File: src/rtl/capsense_pkg.sv
// Shared state encoding and width helpers for the capacitive-sense scan controller.
package capsense_pkg;

   typedef logic [2:0] state_t;

   localparam state_t ST_IDLE      = 3'd0;
   localparam state_t ST_DISCHARGE = 3'd1;
   localparam state_t ST_MEASURE   = 3'd2;
   localparam state_t ST_EVAL      = 3'd3;
   localparam state_t ST_GAP       = 3'd4;

   // Index width for n items, never narrower than one bit.
   function automatic int unsigned idx_w(input int unsigned n);
      return (n > 1) ? $clog2(n) : 1;
   endfunction

   // Width of a timer that must count up to the larger of two cycle budgets.
   function automatic int unsigned cyc_w(input int unsigned a, input int unsigned b);
      int unsigned m;
      m = (a > b) ? a : b;
      return (m > 1) ? $clog2(m) : 1;
   endfunction

endpackage

File: src/rtl/capsense_chan_state.sv
// Per-pad calibration and touch state: baseline tracking, threshold compare, debounce.
module capsense_chan_state
   import capsense_pkg::*;
#(
   parameter int unsigned CNT_W    = 12,
   parameter int unsigned THRESH   = 32,
   parameter int unsigned DEBOUNCE = 3
) (
   input  logic             clk_i,
   input  logic             rst_ni,
   input  logic             eval_i,
   input  logic             cal_i,
   input  logic [CNT_W-1:0] count_i,
   output logic             pressed_o
);

   localparam int unsigned DEB_W = idx_w(DEBOUNCE + 1);

   logic [CNT_W-1:0] baseline, baseline_nxt;
   logic             valid, valid_nxt;
   logic [DEB_W-1:0] deb, deb_nxt;
   logic             pressed_nxt;
   logic             reload;
   logic             raw;
   logic [CNT_W:0]   limit;
   logic [DEB_W-1:0] deb_inc;

   // A reload makes the count its own baseline, so it never reads as a touch.
   always_comb begin
      baseline_nxt = baseline;
      valid_nxt    = valid;
      deb_nxt      = deb;
      pressed_nxt  = pressed_o;
      reload       = cal_i || !valid;
      limit        = {1'b0, baseline} + (CNT_W+1)'(THRESH);
      raw          = !reload && ({1'b0, count_i} > limit);
      deb_inc      = deb + DEB_W'(1);
      if (eval_i) begin
         if (reload) begin
            baseline_nxt = count_i;
            valid_nxt    = 1'b1;
         end else if (count_i < baseline) begin
            baseline_nxt = count_i;
         end
         if (raw != pressed_o) begin
            if (deb_inc == DEB_W'(DEBOUNCE)) begin
               pressed_nxt = ~pressed_o;
               deb_nxt     = '0;
            end else begin
               deb_nxt = deb_inc;
            end
         end else begin
            deb_nxt = '0;
         end
      end
   end

   always_ff @(posedge clk_i or negedge rst_ni) begin
      if (!rst_ni) begin
         baseline  <= '0;
         valid     <= 1'b0;
         deb       <= '0;
         pressed_o <= 1'b0;
      end else begin
         baseline  <= baseline_nxt;
         valid     <= valid_nxt;
         deb       <= deb_nxt;
         pressed_o <= pressed_nxt;
      end
   end

endmodule

File: src/rtl/capsense_scan_ctrl.sv
// Time-multiplexed capacitive pad scanner: discharge, release one pad, count charge time.
module capsense_scan_ctrl
   import capsense_pkg::*;
#(
   parameter int unsigned N             = 4,
   parameter int unsigned CNT_W         = 12,
   parameter int unsigned DISCHARGE_CYC = 64,
   parameter int unsigned TIMEOUT       = 4095,
   parameter int unsigned THRESH        = 32,
   parameter int unsigned DEBOUNCE      = 3,
   parameter int unsigned SCAN_GAP      = 1024
) (
   input  logic                 clk_i,
   input  logic                 rst_ni,
   input  logic                 en_i,
   input  logic                 recal_i,
   input  logic [N-1:0]         pad_i,
   output logic [N-1:0]         pad_oe_o,
   output logic [N-1:0]         pressed_o,
   output logic [CNT_W-1:0]     count_o,
   output logic [idx_w(N)-1:0]  count_ch_o,
   output logic                 count_valid_o,
   output logic [N-1:0]         timeout_o,
   output logic                 busy_o
);

   localparam int unsigned CH_W  = idx_w(N);
   localparam int unsigned TMR_W = cyc_w(DISCHARGE_CYC, SCAN_GAP);

   state_t           state, state_nxt;
   logic [CH_W-1:0]  ch, ch_nxt;
   logic [TMR_W-1:0] tmr, tmr_nxt;
   logic [CNT_W-1:0] cnt, cnt_nxt;
   logic             meas_tmo, meas_tmo_nxt;
   logic             cal_pending, cal_pending_nxt;
   logic             scan_cal, scan_cal_nxt;
   logic [N-1:0]     sync1, sync2;
   logic             start;
   logic [N-1:0]     pad_oe_nxt;
   logic [CNT_W-1:0] count_nxt;
   logic [CH_W-1:0]  count_ch_nxt;
   logic             count_valid_nxt;
   logic [N-1:0]     timeout_nxt;
   logic             busy_nxt;

   // Next-state and registered-output logic.
   always_comb begin
      state_nxt       = state;
      ch_nxt          = ch;
      tmr_nxt         = tmr;
      cnt_nxt         = cnt;
      meas_tmo_nxt    = meas_tmo;
      scan_cal_nxt    = scan_cal;
      cal_pending_nxt = cal_pending | recal_i;
      count_nxt       = count_o;
      count_ch_nxt    = count_ch_o;
      count_valid_nxt = 1'b0;
      timeout_nxt     = timeout_o;
      start           = 1'b0;
      pad_oe_nxt      = '1;

      case (state)
         ST_IDLE: begin
            if (en_i) start = 1'b1;
         end
         ST_DISCHARGE: begin
            if (tmr == TMR_W'(DISCHARGE_CYC - 1)) begin
               state_nxt    = ST_MEASURE;
               cnt_nxt      = '0;
               meas_tmo_nxt = 1'b0;
            end else begin
               tmr_nxt = tmr + TMR_W'(1);
            end
         end
         ST_MEASURE: begin
            if (sync2[ch]) begin
               state_nxt = ST_EVAL;
            end else if (cnt == CNT_W'(TIMEOUT)) begin
               state_nxt    = ST_EVAL;
               meas_tmo_nxt = 1'b1;
            end else begin
               cnt_nxt = cnt + CNT_W'(1);
            end
         end
         ST_EVAL: begin
            count_nxt       = cnt;
            count_ch_nxt    = ch;
            count_valid_nxt = 1'b1;
            timeout_nxt[ch] = meas_tmo;
            tmr_nxt         = '0;
            if (ch == CH_W'(N - 1)) begin
               state_nxt = ST_GAP;
            end else begin
               state_nxt = ST_DISCHARGE;
               ch_nxt    = ch + CH_W'(1);
            end
         end
         ST_GAP: begin
            if (tmr == TMR_W'(SCAN_GAP - 1)) begin
               if (en_i) start = 1'b1;
               else      state_nxt = ST_IDLE;
            end else begin
               tmr_nxt = tmr + TMR_W'(1);
            end
         end
         default: state_nxt = ST_IDLE;
      endcase

      // A scan latches the pending recal at its start, so a mid-scan pulse waits a scan.
      if (start) begin
         state_nxt       = ST_DISCHARGE;
         ch_nxt          = '0;
         tmr_nxt         = '0;
         scan_cal_nxt    = cal_pending;
         cal_pending_nxt = recal_i;
      end

      if (state_nxt == ST_MEASURE) pad_oe_nxt[ch_nxt] = 1'b0;
      busy_nxt = (state_nxt == ST_DISCHARGE) || (state_nxt == ST_MEASURE) ||
                 (state_nxt == ST_EVAL);
   end

   always_ff @(posedge clk_i or negedge rst_ni) begin
      if (!rst_ni) begin
         state         <= ST_IDLE;
         ch            <= '0;
         tmr           <= '0;
         cnt           <= '0;
         meas_tmo      <= 1'b0;
         cal_pending   <= 1'b1;
         scan_cal      <= 1'b0;
         sync1         <= '0;
         sync2         <= '0;
         pad_oe_o      <= '1;
         count_o       <= '0;
         count_ch_o    <= '0;
         count_valid_o <= 1'b0;
         timeout_o     <= '0;
         busy_o        <= 1'b0;
      end else begin
         state         <= state_nxt;
         ch            <= ch_nxt;
         tmr           <= tmr_nxt;
         cnt           <= cnt_nxt;
         meas_tmo      <= meas_tmo_nxt;
         cal_pending   <= cal_pending_nxt;
         scan_cal      <= scan_cal_nxt;
         sync1         <= pad_i;
         sync2         <= sync1;
         pad_oe_o      <= pad_oe_nxt;
         count_o       <= count_nxt;
         count_ch_o    <= count_ch_nxt;
         count_valid_o <= count_valid_nxt;
         timeout_o     <= timeout_nxt;
         busy_o        <= busy_nxt;
      end
   end

   for (genvar g = 0; g < N; g++) begin : g_chan
      capsense_chan_state #(
         .CNT_W    (CNT_W),
         .THRESH   (THRESH),
         .DEBOUNCE (DEBOUNCE)
      ) u_chan (
         .clk_i     (clk_i),
         .rst_ni    (rst_ni),
         .eval_i    ((state == ST_EVAL) && (ch == CH_W'(g))),
         .cal_i     (scan_cal),
         .count_i   (cnt),
         .pressed_o (pressed_o[g])
      );
   end

endmodule
File: config.mk
export PLATFORM = sky130hd
export DESIGN_NAME = capsense_scan_ctrl
export DESIGN_NICKNAME = d
export VERILOG_FILES = /design/src/rtl/capsense_pkg.sv /design/src/rtl/capsense_chan_state.sv /design/src/rtl/capsense_scan_ctrl.sv
export SDC_FILE = /design/constraint.sdc
export NUM_CORES = 1
export LEC_CHECK = 0
export BUFFER_PORTS_ARGS = -buffer_cell sky130_fd_sc_hd__buf_2
export CAP_MARGIN = 30
export CORE_MARGIN = 10
export CORE_UTILIZATION = 55
export DETAILED_ROUTE_END_ITERATION = 7
export PLACE_DENSITY = 0.75
export SYNTH_ARGS = -nofsm -noshare
export SYNTH_HDL_FRONTEND = slang
export SYNTH_SLANG_ARGS = --single-unit
export TNS_END_PERCENT = 10
File: constraint.sdc
create_clock -name clk_i -period 2.65 [get_ports clk_i]
set_input_delay 0.3975 -clock clk_i [delete_from_list [all_inputs] [get_ports clk_i]]
set_output_delay 0.3975 -clock clk_i [all_outputs]
set_load 0.05 [all_outputs]
==> metrics.csv, run 1 <==
stage,metric,value,unit
cells_and_area,Area Growth Syn to Fin,15.5,%
cells_and_area,FILL cells,1173,
worst_setup_path,Setup Crit Path Kind,flop to flop,
cells_and_area,"commonest non-fill, non-tap cell in the layout",dfrtp_1,
sta,fmax,0.399,GHz
route,via count,6685,
cells_and_area,n_diodes,0,
worst_setup_path,Crit. End Element,flop,
die,Initial Utilization,0.562,
global_route,largest net degree at the start of global routing,54,
sta,Fin Clk Skew,0.00952,ns
cts,clock sink count,126,
die,IO Count,36,
worst_setup_path,slowest CP cell,dfrtp_1,
synthesis,Yosys top cell by area,dfrtp_1,
sta,worst setup margin,0.143,ns
worst_setup_path,"Largest delay share family, worst path",compound AO/OA/AOI/OAI gates,
status,status,"complete, no violations",
sta,worst slew pin tran,0.601,ns
global_route,global-route wire length before repair,33900,µm
route,DRT Wirelength,20800,µm
worst_setup_path,delay of the slowest critical-path stage,0.43,ns
cells_and_area,most frequent cells in the layout,"dfrtp_1, ha_1, nand2_1",
worst_setup_path,"Cell Chain, Critical Path","inv_1, nor3_2, nand3_1, xnor2_1, ha_1, a21o_1, a211oi_2, o31ai_2, o21a_1, mux2_2",
sta,slew margin rel.,0.600,
power,P_sw,1.04,mW
cts,clock root cell,clkbuf_16,
synthesis,ranking of synthesized cells by area,"dfrtp_1, ha_1, mux2_2",
die,Die H,142,µm
synthesis,post-synth top area share,0.371,
worst_setup_path,crit path max fanout,5,
synthesis,synthesized net count,926,
global_route,grt ovf,0,
global_route,initial antenna violation count,0,
synthesis,Ys Warns,0,
power,Leak Pwr,4.44,nW
power,register share of total power,0.421,
cts,clock transition at the registers of the reported paths,0.06,ns
synthesis,Syn Area/Cell,9.77,µm²
synthesis,Syn Std Cell Area,8170,µm²
place,DP HPWL,14500,µm
power,VDD IR max,0.508,mV
worst_setup_path,crit path launch type,flop,
cts,CTS H-tree lvls,4,
cts,CTS tree,built,
sta,min cycle time layout,2.51,ns
place,dpl ws,0.125,ns
route,DR iter-0 viols,611,
power,Total Power,4.59,mW
synthesis,"Async S/R FF share, synth",1.00,
route,DR vias/cell,6.12,
cells_and_area,Final #Nets,985,
sta,Fin. Hold Viols,0,
synthesis,number of synthesized flops with an enable pin,0,
route,post-detailed-route count of antenna-violating nets,0,
die,chip width,142,µm
die,Total Die Area,20100,µm²
synthesis,"Seq/Total Area, Yosys",0.387,
worst_setup_path,Worst Path Required,2.96,ns
cells_and_area,layout cells sized above 1,0.199,
job,max-cap viol count,0,
power,Cell Pwr Density,487,nW/µm²
power,Int Power,3.56,mW
place,port buffer count,35,
worst_setup_path,crit path DAT,2.81,ns
power,clock share of power,0.567,
synthesis,Syn Inst Count,836,
sta,# setup viols final,0,
global_route,vias in the first global route,6576,
route,DRC violations left,0,
synthesis,Yosys reg bits,126,
route,wire per inst,19.1,µm
synthesis,"Top FF cell, synth",dfrtp_1,
power,Logic pwr share,0.012,
cts,clock latency on the worst-skew pair,0.43,ns
power,Sw Ratio,0.226,
global_route,global-route usage over all layers,0.209,
place,Placer Congestion,0.890,
hold_path,HP Class,input port to flop,
sta,final worst path period share,0.946,
synthesis,post-synthesis cell type count,74,
die,Core Footprint,14500,µm²
die,row count,44,
sta,RSZ-0062 raised after global routing,true,
sta,max-slew violations,0,
route,DR pass1 iterations,5,
cts,maximum clock path buffer count,2,
worst_setup_path,WP buf/inv,1,
cts,total CTS buffers,17,
worst reg2reg max path, stage by stage, from the launching register on:
cell and delay [ns]:
dfrtp_1 0.43, inv_1 0.12, nor3_2 0.20, nand3_1 0.12
xnor2_1 0.15, ha_1 0.32, a21o_1 0.22, a211oi_2 0.23
o31ai_2 0.12, o21a_1 0.22, mux2_2 0.26
flip-flops by register name (all words and copies together) (netlist names), 2 cells and up:
name / count
pad_oe_o: 4
timeout_o: 4
ch: 2
sync1: 4
state: 3
g_chan.u_chan.baseline: 48
count_o: 12
count_ch_o: 2
g_chan.u_chan.pressed_o: 4
cnt: 12
sync2: 4
g_chan.u_chan.deb: 8
g_chan.u_chan.valid: 4
tmr: 10
routing by layer:
metal  vias to the layer above  GRT usage  share of wire
met4                         0     0.0823          0.021
li1                       3190          -              -
met3                        41     0.0414          0.054
met1                      3253      0.263           0.43
met2                       201      0.345           0.50
met5                         -          0              0
power groups by stage:
stage | clock network [mW] | registers, mW | logic (mW)
after floorplan | 0 | 1.97 | 0.00547
after global routing | 2.70 | 1.93 | 0.0662
after CTS | 2.62 | 1.93 | 0.0607
after global placement | 0 | 1.97 | 0.0583
final | 2.60 | 1.93 | 0.0571
after detailed placement | 0 | 1.97 | 0.0590
cell families after synthesis:
family	after synthesis	share of synthesized area
simple gates	278	0.181
compound gates	167	0.149
flops	126	0.387
buf+inv	104	0.0537
fa+ha+maj	82	0.126
mux	47	0.0694
xor+xnor	32	0.0343
metrics by stage:
step / cell area (µm²) / cells / setup TNS (ns) / util / hold WS, ns
global placement: 8740 / 1059 / 0 / 0.602 / 0.332
detailed placement: 8740 / 1059 / 0 / 0.602 / 0.335
floorplan: 8170 / 836 / 0 / - / 0.102
finish: 9440 / 1092 / 0 / 0.649 / 0.0760
global route: 9440 / 1092 / -0.00937 / 0.649 / 0.0646
CTS: 9400 / 1092 / 0 / 0.647 / 0.0644
synth_stat cells (all sizes together), types with 3 or more instances:
master and instances:
a211oi 9, a21boi 3, a21o 11, a21oi 33, a31oi 7, and2 5
and3 20, and4 3, buf 13, clkbuf 28, dfrtp 121, dfstp 5
ha 82, inv 63, mux2 40, mux2i 6, nand2 76, nand2b 10
nand3 47, nand3b 10, nand4 24, nor2 37, nor2b 9, nor3 10
nor3b 5, nor4 6, o2111ai 20, o211ai 20, o21a 9, o21ai 19
o311ai 5, o31ai 6, o41ai 6, or3 3, or4 5, xnor2 26
xor2 6
path summary, 6_finish.rpt:
path                                              start                           end  slack, ns  cells after the start
max in group asynchronous                        rst_ni                   cal_pending       1.43                      3
setup reg to reg           g_chan[1].u_chan.baseline[8]    g_chan[1].u_chan.pressed_o       0.14                     10
hold reg to reg                                sync1[3]                      sync2[3]       0.35                      0
hold / removal                                 pad_i[3]                      sync1[3]       0.08                      1
setup / recovery           g_chan[1].u_chan.baseline[8]    g_chan[1].u_chan.pressed_o       0.14                     10
min in group asynchronous                        rst_ni  g_chan[0].u_chan.baseline[9]       0.50                      2
final cells by class:
class                   count  area (µm²)  area share
multi-input cells         606        4610       0.488
clock inverters            15         224      0.0237
flip-flops and latches    126        3160       0.335
clock buffers              17         425      0.0451
well taps                 184         230      0.0244
inverters                  63         236      0.0251
repair buffers             81         554      0.0587
what timing repair did:
| action | 4_1_cts | 5_1_grt |
|---|---|---|
| gates resized for setup | 0 | 8 |
| setup buffers | 0 | 0 |
| hold endpoints to repair | 49 | 0 |
| hold buffers | 1 | 0 |
| setup endpoints to repair | 0 | 9 |
Note: power is estimated with default switching activity, not from simulation.
==> run 2, diff against run 1 <==
- PLACE_DENSITY: 0.75 -> 0.72
- TNS_END_PERCENT: 10 -> 100
- clock period: 2.65 -> 3.2 ns (I/O delays scaled with it)
==> run 2 against run 1 <==
Final area fell by 2.7%. Largest power group unchanged. Cell count down 1.6%. Worst hold slack gained 0.074 ns. Sequential share of layout area up 0.93 points. First-iteration DRC count increased by 7.9%. Total power shrank 23%. Die area is the same. Worst setup slack better by 0.070 ns. Critical endpoint is now g_chan[2].u_chan.deb[1]. Core utilization fell by 1.7 points. Routed wire length hardly changed. Register-to-register slack improved by 0.07 ns.
==> metrics.csv, run 2 (same netlist as run 1, synthesis figures left out) <==
stage,metric,value,unit,change
worst_setup_path,launching point of the worst reg2reg path,g_chan[2].u_chan.baseline[8],,
status,status,"complete, no violations",,
sta,Fin. Hold Viols,0,,unchanged
worst_setup_path,worst setup path start,g_chan[2].u_chan.baseline[8],,
power,Sw Ratio,0.238,,+0.0126
power,Int Power,2.70,mW,-24%
sta,slew margin rel.,0.305,,-0.295
cts,clock sink count,126,,unchanged
global_route,global-route wire length before repair,34400,µm,+1.5%
worst_setup_path,crit path launch type,flop,,
worst_setup_path,crit path DAT,3.33,ns,+0.52 ns
cells_and_area,Final #Nets,968,,-1.7%
cells_and_area,most frequent cells in the layout,"dfrtp_1, ha_1, nand2_1",,
cts,post_cts resized,0,,unchanged
die,row count,44,,unchanged
cells_and_area,n_diodes,0,,unchanged
route,DR pass1 iterations,5,,unchanged
worst_setup_path,Worst Path Required,3.54,ns,+0.58 ns
route,DR iter-0 viols,659,,+7.9%
cells_and_area,Finished Layout Cells,1075,,-1.6%
global_route,vias in the first global route,6868,,+4.4%
sta,RSZ-0062 raised after global routing,false,,
sta,final worst path period share,0.933,,-0.0127
hold_path,HP Class,input port to asynchronous set/reset pin,,
route,DRT Wirelength,20900,µm,about the same
place,Inst Count DP,1043,,-1.5%
sta,min cycle time layout,2.99,ns,+0.480 ns
sta,fmax,0.335,GHz,-16%
worst_setup_path,R2R Setup Slk,0.21,ns,+0.07 ns
cts,CTS H-tree lvls,4,,unchanged
worst_setup_path,delay of the slowest critical-path stage,0.91,ns,+0.48 ns
power,register share of total power,0.451,,+0.030
job,max-cap viol count,0,,unchanged
cts,maximum clock path buffer count,2,,unchanged
sta,worst slew pin tran,1.02,ns,+0.416 ns
cells_and_area,FILL cells,1166,,-0.60%
power,Total Power,3.55,mW,-23%
power,VDD IR max,0.424,mV,-17%
cells_and_area,Area Growth Syn to Fin,12.4,%,
die,chip width,142,µm,unchanged
cells_and_area,largest registers,"g_chan.u_chan.baseline: 48 flops, cnt: 12 flops, count_o: 12 flops",,
global_route,largest net degree at the start of global routing,63,,+17%
route,DR vias/cell,6.27,,+2.5%
die,Core Footprint,14500,µm²,unchanged
cts,cts-stage hold buffer count,0,,-1
power,Cell Pwr Density,386,nW/µm²,-21%
route,wire per inst,19.4,µm,+1.6%
worst_setup_path,slowest CP cell,a2111oi_0,,
cells_and_area,"commonest non-fill, non-tap cell in the layout",dfrtp_1,,
global_route,grt ovf,0,,unchanged
worst_setup_path,Setup Crit Path Kind,flop to flop,,
global_route,global-route usage over all layers,0.211,,+0.00169
power,Logic pwr share,0.013,,about the same
place,DP HPWL,15000,µm,+3.3%
sta,max-slew violations,0,,unchanged
cts,setup bufs post-CTS,0,,unchanged
cts,clock latency on the worst-skew pair,0.43,ns,about the same
die,Die H,142,µm,unchanged
cts,clock transition at the registers of the reported paths,0.06,ns,about the same
place,port buffer count,35,,unchanged
cells_and_area,layout cells sized above 1,0.177,,-0.0220
sta,Setup TNS,0,ns,unchanged
power,clock share of power,0.536,,-0.031
worst_setup_path,"Cell Chain, Critical Path","inv_1, nor3_1, nand3_1, xnor2_1, ha_1, a21o_1, a21oi_1, a2111oi_0, o2111ai_1, o211ai_1",,
cells_and_area,"Most flops, register",g_chan.u_chan.baseline,,
die,Initial Utilization,0.562,,unchanged
worst_setup_path,crit path max fanout,4,,-1
route,via count,6744,,+0.88%
route,DRC violations left,0,,unchanged
power,Leak Pwr,4.30,nW,-3.1%
cts,clock root cell,clkbuf_16,,
sta,Fin Clk Skew,0.00878,ns,-0.000746 ns
place,Placer Congestion,0.919,,+3.2%
route,post-detailed-route count of antenna-violating nets,0,,unchanged
cts,total CTS buffers,17,,unchanged
sta,# setup viols final,0,,unchanged
cts,CTS tree,built,,
die,IO Count,36,,unchanged
die,Total Die Area,20100,µm²,unchanged
global_route,initial antenna violation count,0,,unchanged
cells_and_area,max reg flops,48,,unchanged
power,P_sw,0.845,mW,-18%
worst_setup_path,Crit. End Element,flop,,
==> run 2: cell types whose count changed in the layout (fill, tap and decap cells not counted), sizes merged <==
cell | previous run | this run
buf | 80 | 64
dlygate4sd3 | 1 | 0
bufinv | 4 | 1
clkinvlp | 0 | 2
inv | 71 | 72
==> run 2: layer usage <==
metal / up-vias / part of all wire / wire [µm] / global-route usage
met3: 50 / 0.050 / 1050 / 0.0487
met1: 3357 / 0.42 / 8860 / 0.256
li1: 3150 / - / - / -
met2: 187 / 0.49 / 10300 / 0.354
met4: 0 / 0.030 / 630 / 0.0818
met5: - / 0 / 0 / 0
==> run 2: cell type report <==
cell class / instances / area [µm²] / share of cell area
well taps: 184 / 230 / 0.0251
inverters: 63 / 236 / 0.0257
flip-flops and latches: 126 / 3160 / 0.344
repair buffers: 64 / 408 / 0.0444
multi-input cells: 606 / 4570 / 0.498
clock inverters: 15 / 151 / 0.0165
clock buffers: 17 / 425 / 0.0463
==> run 2: path summary, 6_finish.rpt <==
| check | to | depth (start not counted) |
|---|---|---|
| min | g_chan[0].u_chan.baseline[8] | 1 |
| min in group clk_i | sync1[0] | 1 |
| max in group asynchronous | pad_oe_o[0] | 2 |
| max reg2reg | g_chan[2].u_chan.deb[1] | 10 |
| min reg2reg | sync2[2] | 0 |
| max | g_chan[2].u_chan.deb[1] | 10 |
==> run 2: critical path: cells and delay by family (launching register included) <==
kind                     cells  cell delay [ns]
flip-flops                   1             0.40
adder cells (fa/ha/maj)      1             0.30
buffers and inverters        1             0.10
XOR/XNOR                     1             0.15
AO/OA/AOI/OAI                5             1.56
AND/OR/NAND/NOR              2             0.39
==> run 2: power groups by stage <==
stage | Clock, mW | Combinational (mW) | Sequential, mW
2_1_floorplan | 0 | 0.00453 | 1.63
3_3_place_gp | 0 | 0.0466 | 1.63
3_5_place_dp | 0 | 0.0481 | 1.63
4_1_cts | 1.93 | 0.0482 | 1.60
5_1_grt | 2.00 | 0.0533 | 1.60
6_report | 1.90 | 0.0457 | 1.60
==> run 2: through the flow <==
| stage | setup WS [ns] | area, µm² | util | hold slack (ns) |
|---|---|---|---|---|
| CTS | 0.288 | 9180 | 0.632 | 0.149 |
| floorplan | 0.734 | 8170 | - | 0.184 |
| finish | 0.214 | 9180 | 0.632 | 0.150 |
| global placement | 0.597 | 8610 | 0.592 | 0.334 |
| detailed placement | 0.306 | 8610 | 0.592 | 0.338 |
| global route | 0.116 | 9180 | 0.632 | 0.151 |
==> run 3, diff against run 2 <==
--- a/config.mk
+++ b/config.mk
@@ -6,8 +6,10 @@
 export NUM_CORES = 1
 export LEC_CHECK = 0
+export ABC_AREA = 1
 export BUFFER_PORTS_ARGS = -buffer_cell sky130_fd_sc_hd__buf_2
 export CAP_MARGIN = 30
 export CORE_MARGIN = 10
 export CORE_UTILIZATION = 55
+export CTS_CLUSTER_SIZE = 20
 export DETAILED_ROUTE_END_ITERATION = 7
 export PLACE_DENSITY = 0.72
==> constraint.sdc (replaced) <==
create_clock -name clk_i -period 3.2 [get_ports clk_i]
set_input_delay 0.48 -clock clk_i [delete_from_list [all_inputs] [get_ports clk_i]]
set_output_delay 0.48 -clock clk_i [all_outputs]
set_load 0.02 [all_outputs]
==> run 3 against run 2 <==
Core utilization decreased by 0.28 points. First-iteration DRC count down 33%. Register-to-register slack better by 0.61 ns. Flip-flop and latch count unchanged. Total power rose by 6.6%. Critical path type unchanged.
==> metrics.csv, run 3 <==
stage,metric,value,unit,change
status,status,"complete, no violations",,
worst_setup_path,"Cell Chain, Critical Path","ha_1, nand4_1, nor3_1, nand2_1, nand3_1, nand2_1, nand2_1, nand2_1, o21ai_0",,
global_route,largest net degree at the start of global routing,74,,+17%
cells_and_area,Final #Nets,1143,,+18%
synthesis,ranking of synthesized cells by area,"dfrtp_1, nand2_1, ha_1",,
synthesis,Post-synth top cells,"nand2_1, inv_1, dfrtp_1",,
power,Int Power,2.82,mW,+4.3%
route,DR vias/cell,5.36,,-15%
power,VDD IR max,0.372,mV,-12%
synthesis,Syn Area/Cell,7.81,µm²,-20%
worst_setup_path,crit path launch type,flop,,
worst_setup_path,most frequent cell on the critical path,nand2_1,,
power,Cell Pwr Density,430,nW/µm²,+11%
worst_setup_path,slowest CP cell,dfrtp_1,,
synthesis,post-synthesis cell type count,35,,-53%
synthesis,number of synthesized flops with an enable pin,0,,unchanged
cts,CTS H-tree lvls,4,,unchanged
die,Die H,140,µm,-1.4%
worst_setup_path,Setup Crit Path Kind,flop to flop,,
cts,cts-stage hold buffer count,0,,unchanged
cts,post_cts resized,0,,unchanged
route,DR iter-0 viols,443,,-33%
synthesis,"Top FF cell, synth",dfrtp_1,,
sta,Fin. Hold Viols,0,,unchanged
route,post-detailed-route count of antenna-violating nets,0,,unchanged
sta,final worst path period share,0.742,,-0.191
synthesis,synthesized net count,1101,,+19%
power,Leak Pwr,4.33,nW,+0.64%
cts,CTS tree,built,,
synthesis,"count leader, synth",nand2_1,,
global_route,initial antenna violation count,0,,unchanged
power,Logic pwr share,0.056,,+0.043
route,wire per inst,15.7,µm,-19%
cts,clock root cell,clkbuf_16,,
worst_setup_path,delay of the slowest critical-path stage,0.56,ns,-0.35 ns
die,Initial Utilization,0.565,,+0.00243
power,clock share of power,0.488,,-0.048
cells_and_area,"Most flops, register",g_chan.u_chan.baseline,,
cells_and_area,Area Growth Syn to Fin,11.4,%,
die,row count,43,,-2.3%
cells_and_area,"commonest non-fill, non-tap cell in the layout",nand2_1,,
cells_and_area,most frequent cells in the layout,"nand2_1, inv_1, dfrtp_1",,
synthesis,Syn Inst Count,1011,,+21%
synthesis,post-synth top area share,0.383,,+0.0128
job,max-cap viol count,0,,unchanged
global_route,global-route wire length before repair,32200,µm,-6.2%
sta,Hold WS,0.0102,ns,-0.139 ns
route,DR pass1 iterations,6,,+1
route,DRT Wirelength,19600,µm,-6.0%
sta,worst slew pin tran,0.704,ns,-0.312 ns
cts,total CTS buffers,17,,unchanged
sta,fmax,0.421,GHz,+26%
die,IO Count,36,,unchanged
cts,maximum clock path buffer count,2,,unchanged
global_route,global-route usage over all layers,0.203,,-0.00804
sta,min cycle time layout,2.38,ns,-0.611 ns
synthesis,"Async S/R FF share, synth",1.00,,unchanged
sta,# setup viols final,0,,unchanged
sta,max-slew violations,0,,unchanged
worst_setup_path,Crit. End Element,flop,,
route,via count,6676,,-1.0%
power,register share of total power,0.456,,+0.005
cells_and_area,largest registers,"g_chan.u_chan.baseline: 48 flops, cnt: 12 flops, count_o: 12 flops",,
synthesis,Syn Std Cell Area,7900,µm²,-3.3%
synthesis,Yosys top cell by area,dfrtp_1,,
sta,Setup TNS,0,ns,unchanged
die,Total Die Area,19600,µm²,-2.9%
cts,clock latency on the worst-skew pair,0.43,ns,about the same
power,P_sw,0.963,mW,+14%
synthesis,Yosys reg bits,126,,unchanged
cts,setup bufs post-CTS,0,,unchanged
cells_and_area,n_diodes,0,,unchanged
place,Placer Congestion,0.909,,-1.1%
place,port buffer count,35,,unchanged
cells_and_area,layout cells sized above 1,0.105,,-0.0723
worst_setup_path,crit path DAT,2.69,ns,-0.64 ns
global_route,grt ovf,0,,unchanged
cts,clock sink count,126,,unchanged
synthesis,Ys Warns,0,,unchanged
worst_setup_path,R2R Setup Slk,0.82,ns,+0.61 ns
sta,RSZ-0062 raised after global routing,false,,
worst_setup_path,Worst Path Required,3.52,ns,-0.02 ns
sta,slew margin rel.,0.529,,+0.224
cts,clock transition at the registers of the reported paths,0.06,ns,about the same
hold_path,HP Class,input port to asynchronous set/reset pin,,
sta,Fin Clk Skew,0.00823,ns,-0.000551 ns
route,DRC violations left,0,,unchanged
die,chip width,140,µm,-1.4%
worst_setup_path,crit path max fanout,24,,+20
power,Sw Ratio,0.255,,+0.0166
die,Core Footprint,14000,µm²,-3.8%
synthesis,"Seq/Total Area, Yosys",0.400,,+0.0134
global_route,vias in the first global route,6419,,-6.5%
cells_and_area,max reg flops,48,,unchanged
place,DP HPWL,13900,µm,-7.2%
==> run 3: layout make-up <==
cell class                      instances  area, µm²
Clock buffer                           20        447
Clock inverter                         12        114
Fill cell                            1275       5190
Inverter                              132        495
Multi-Input combinational cell        729       4080
Sequential cell                       126       3160
Tap cell                              180        225
Timing Repair Buffer                   47        284
==> run 3: power groups by stage <==
| stage | clock network (mW) | registers (mW) | logic, mW |
|---|---|---|---|
| final | 1.85 | 1.72 | 0.213 |
| after global routing | 1.94 | 1.73 | 0.250 |
| after CTS | 1.87 | 1.72 | 0.217 |
| after detailed placement | 0 | 1.75 | 0.218 |
| after global placement | 0 | 1.75 | 0.211 |
| after floorplan | 0 | 1.72 | 0.158 |
==> run 3: final timing paths <==
check / start / end / depth (start not counted)
max: cnt[10] / g_chan[3].u_chan.baseline[10] / 9
max in group asynchronous: rst_ni / g_chan[3].u_chan.baseline[3] / 2
min in group clk_i: pad_i[0] / sync1[0] / 1
max reg2reg: cnt[10] / g_chan[3].u_chan.baseline[10] / 9
min reg2reg: sync1[1] / sync2[1] / 0
min: rst_ni / timeout_o[2] / 1
==> run 3: logic make-up after synthesis <==
kind of cell             Yosys count  synth area share
flip-flops                       126             0.400
AND/OR/NAND/NOR                  476             0.260
adder cells (fa/ha/maj)           82             0.130
XOR/XNOR                          30            0.0333
buffers and inverters            156            0.0841
AO/OA/AOI/OAI                    141            0.0928
==> run 3: layer usage <==
metal | routed length [µm] | track usage | vias up
li1 | - | - | 3349
met1 | 8890 | 0.260 | 3134
met2 | 9340 | 0.332 | 168
met3 | 1030 | 0.0453 | 25
met4 | 354 | 0.0603 | 0
met5 | 0 | 0 | -
==> run 3: through the flow <==
step / power [mW] / cells / worst slack, ns / util / area (µm²)
after global placement: 1.96 / 1214 / 0.925 / 0.589 / 8240
after detailed placement: 1.96 / 1214 / 0.869 / 0.589 / 8240
after global routing: 3.92 / 1246 / 0.553 / 0.629 / 8800
after CTS: 3.81 / 1246 / 0.856 / 0.629 / 8800
final: 3.78 / 1246 / 0.824 / 0.629 / 8800
after floorplan: 1.88 / 1011 / 1.18 / - / 7900
==> run 3: critical path: cells and delay by family (launching register included) <==
| kind | cells | cell delay [ns] |
|---|---|---|
| AND/OR/NAND/NOR | 7 | 1.18 |
| flip-flops | 1 | 0.56 |
| adder cells (fa/ha/maj) | 1 | 0.39 |
| AO/OA/AOI/OAI | 1 | 0.14 |
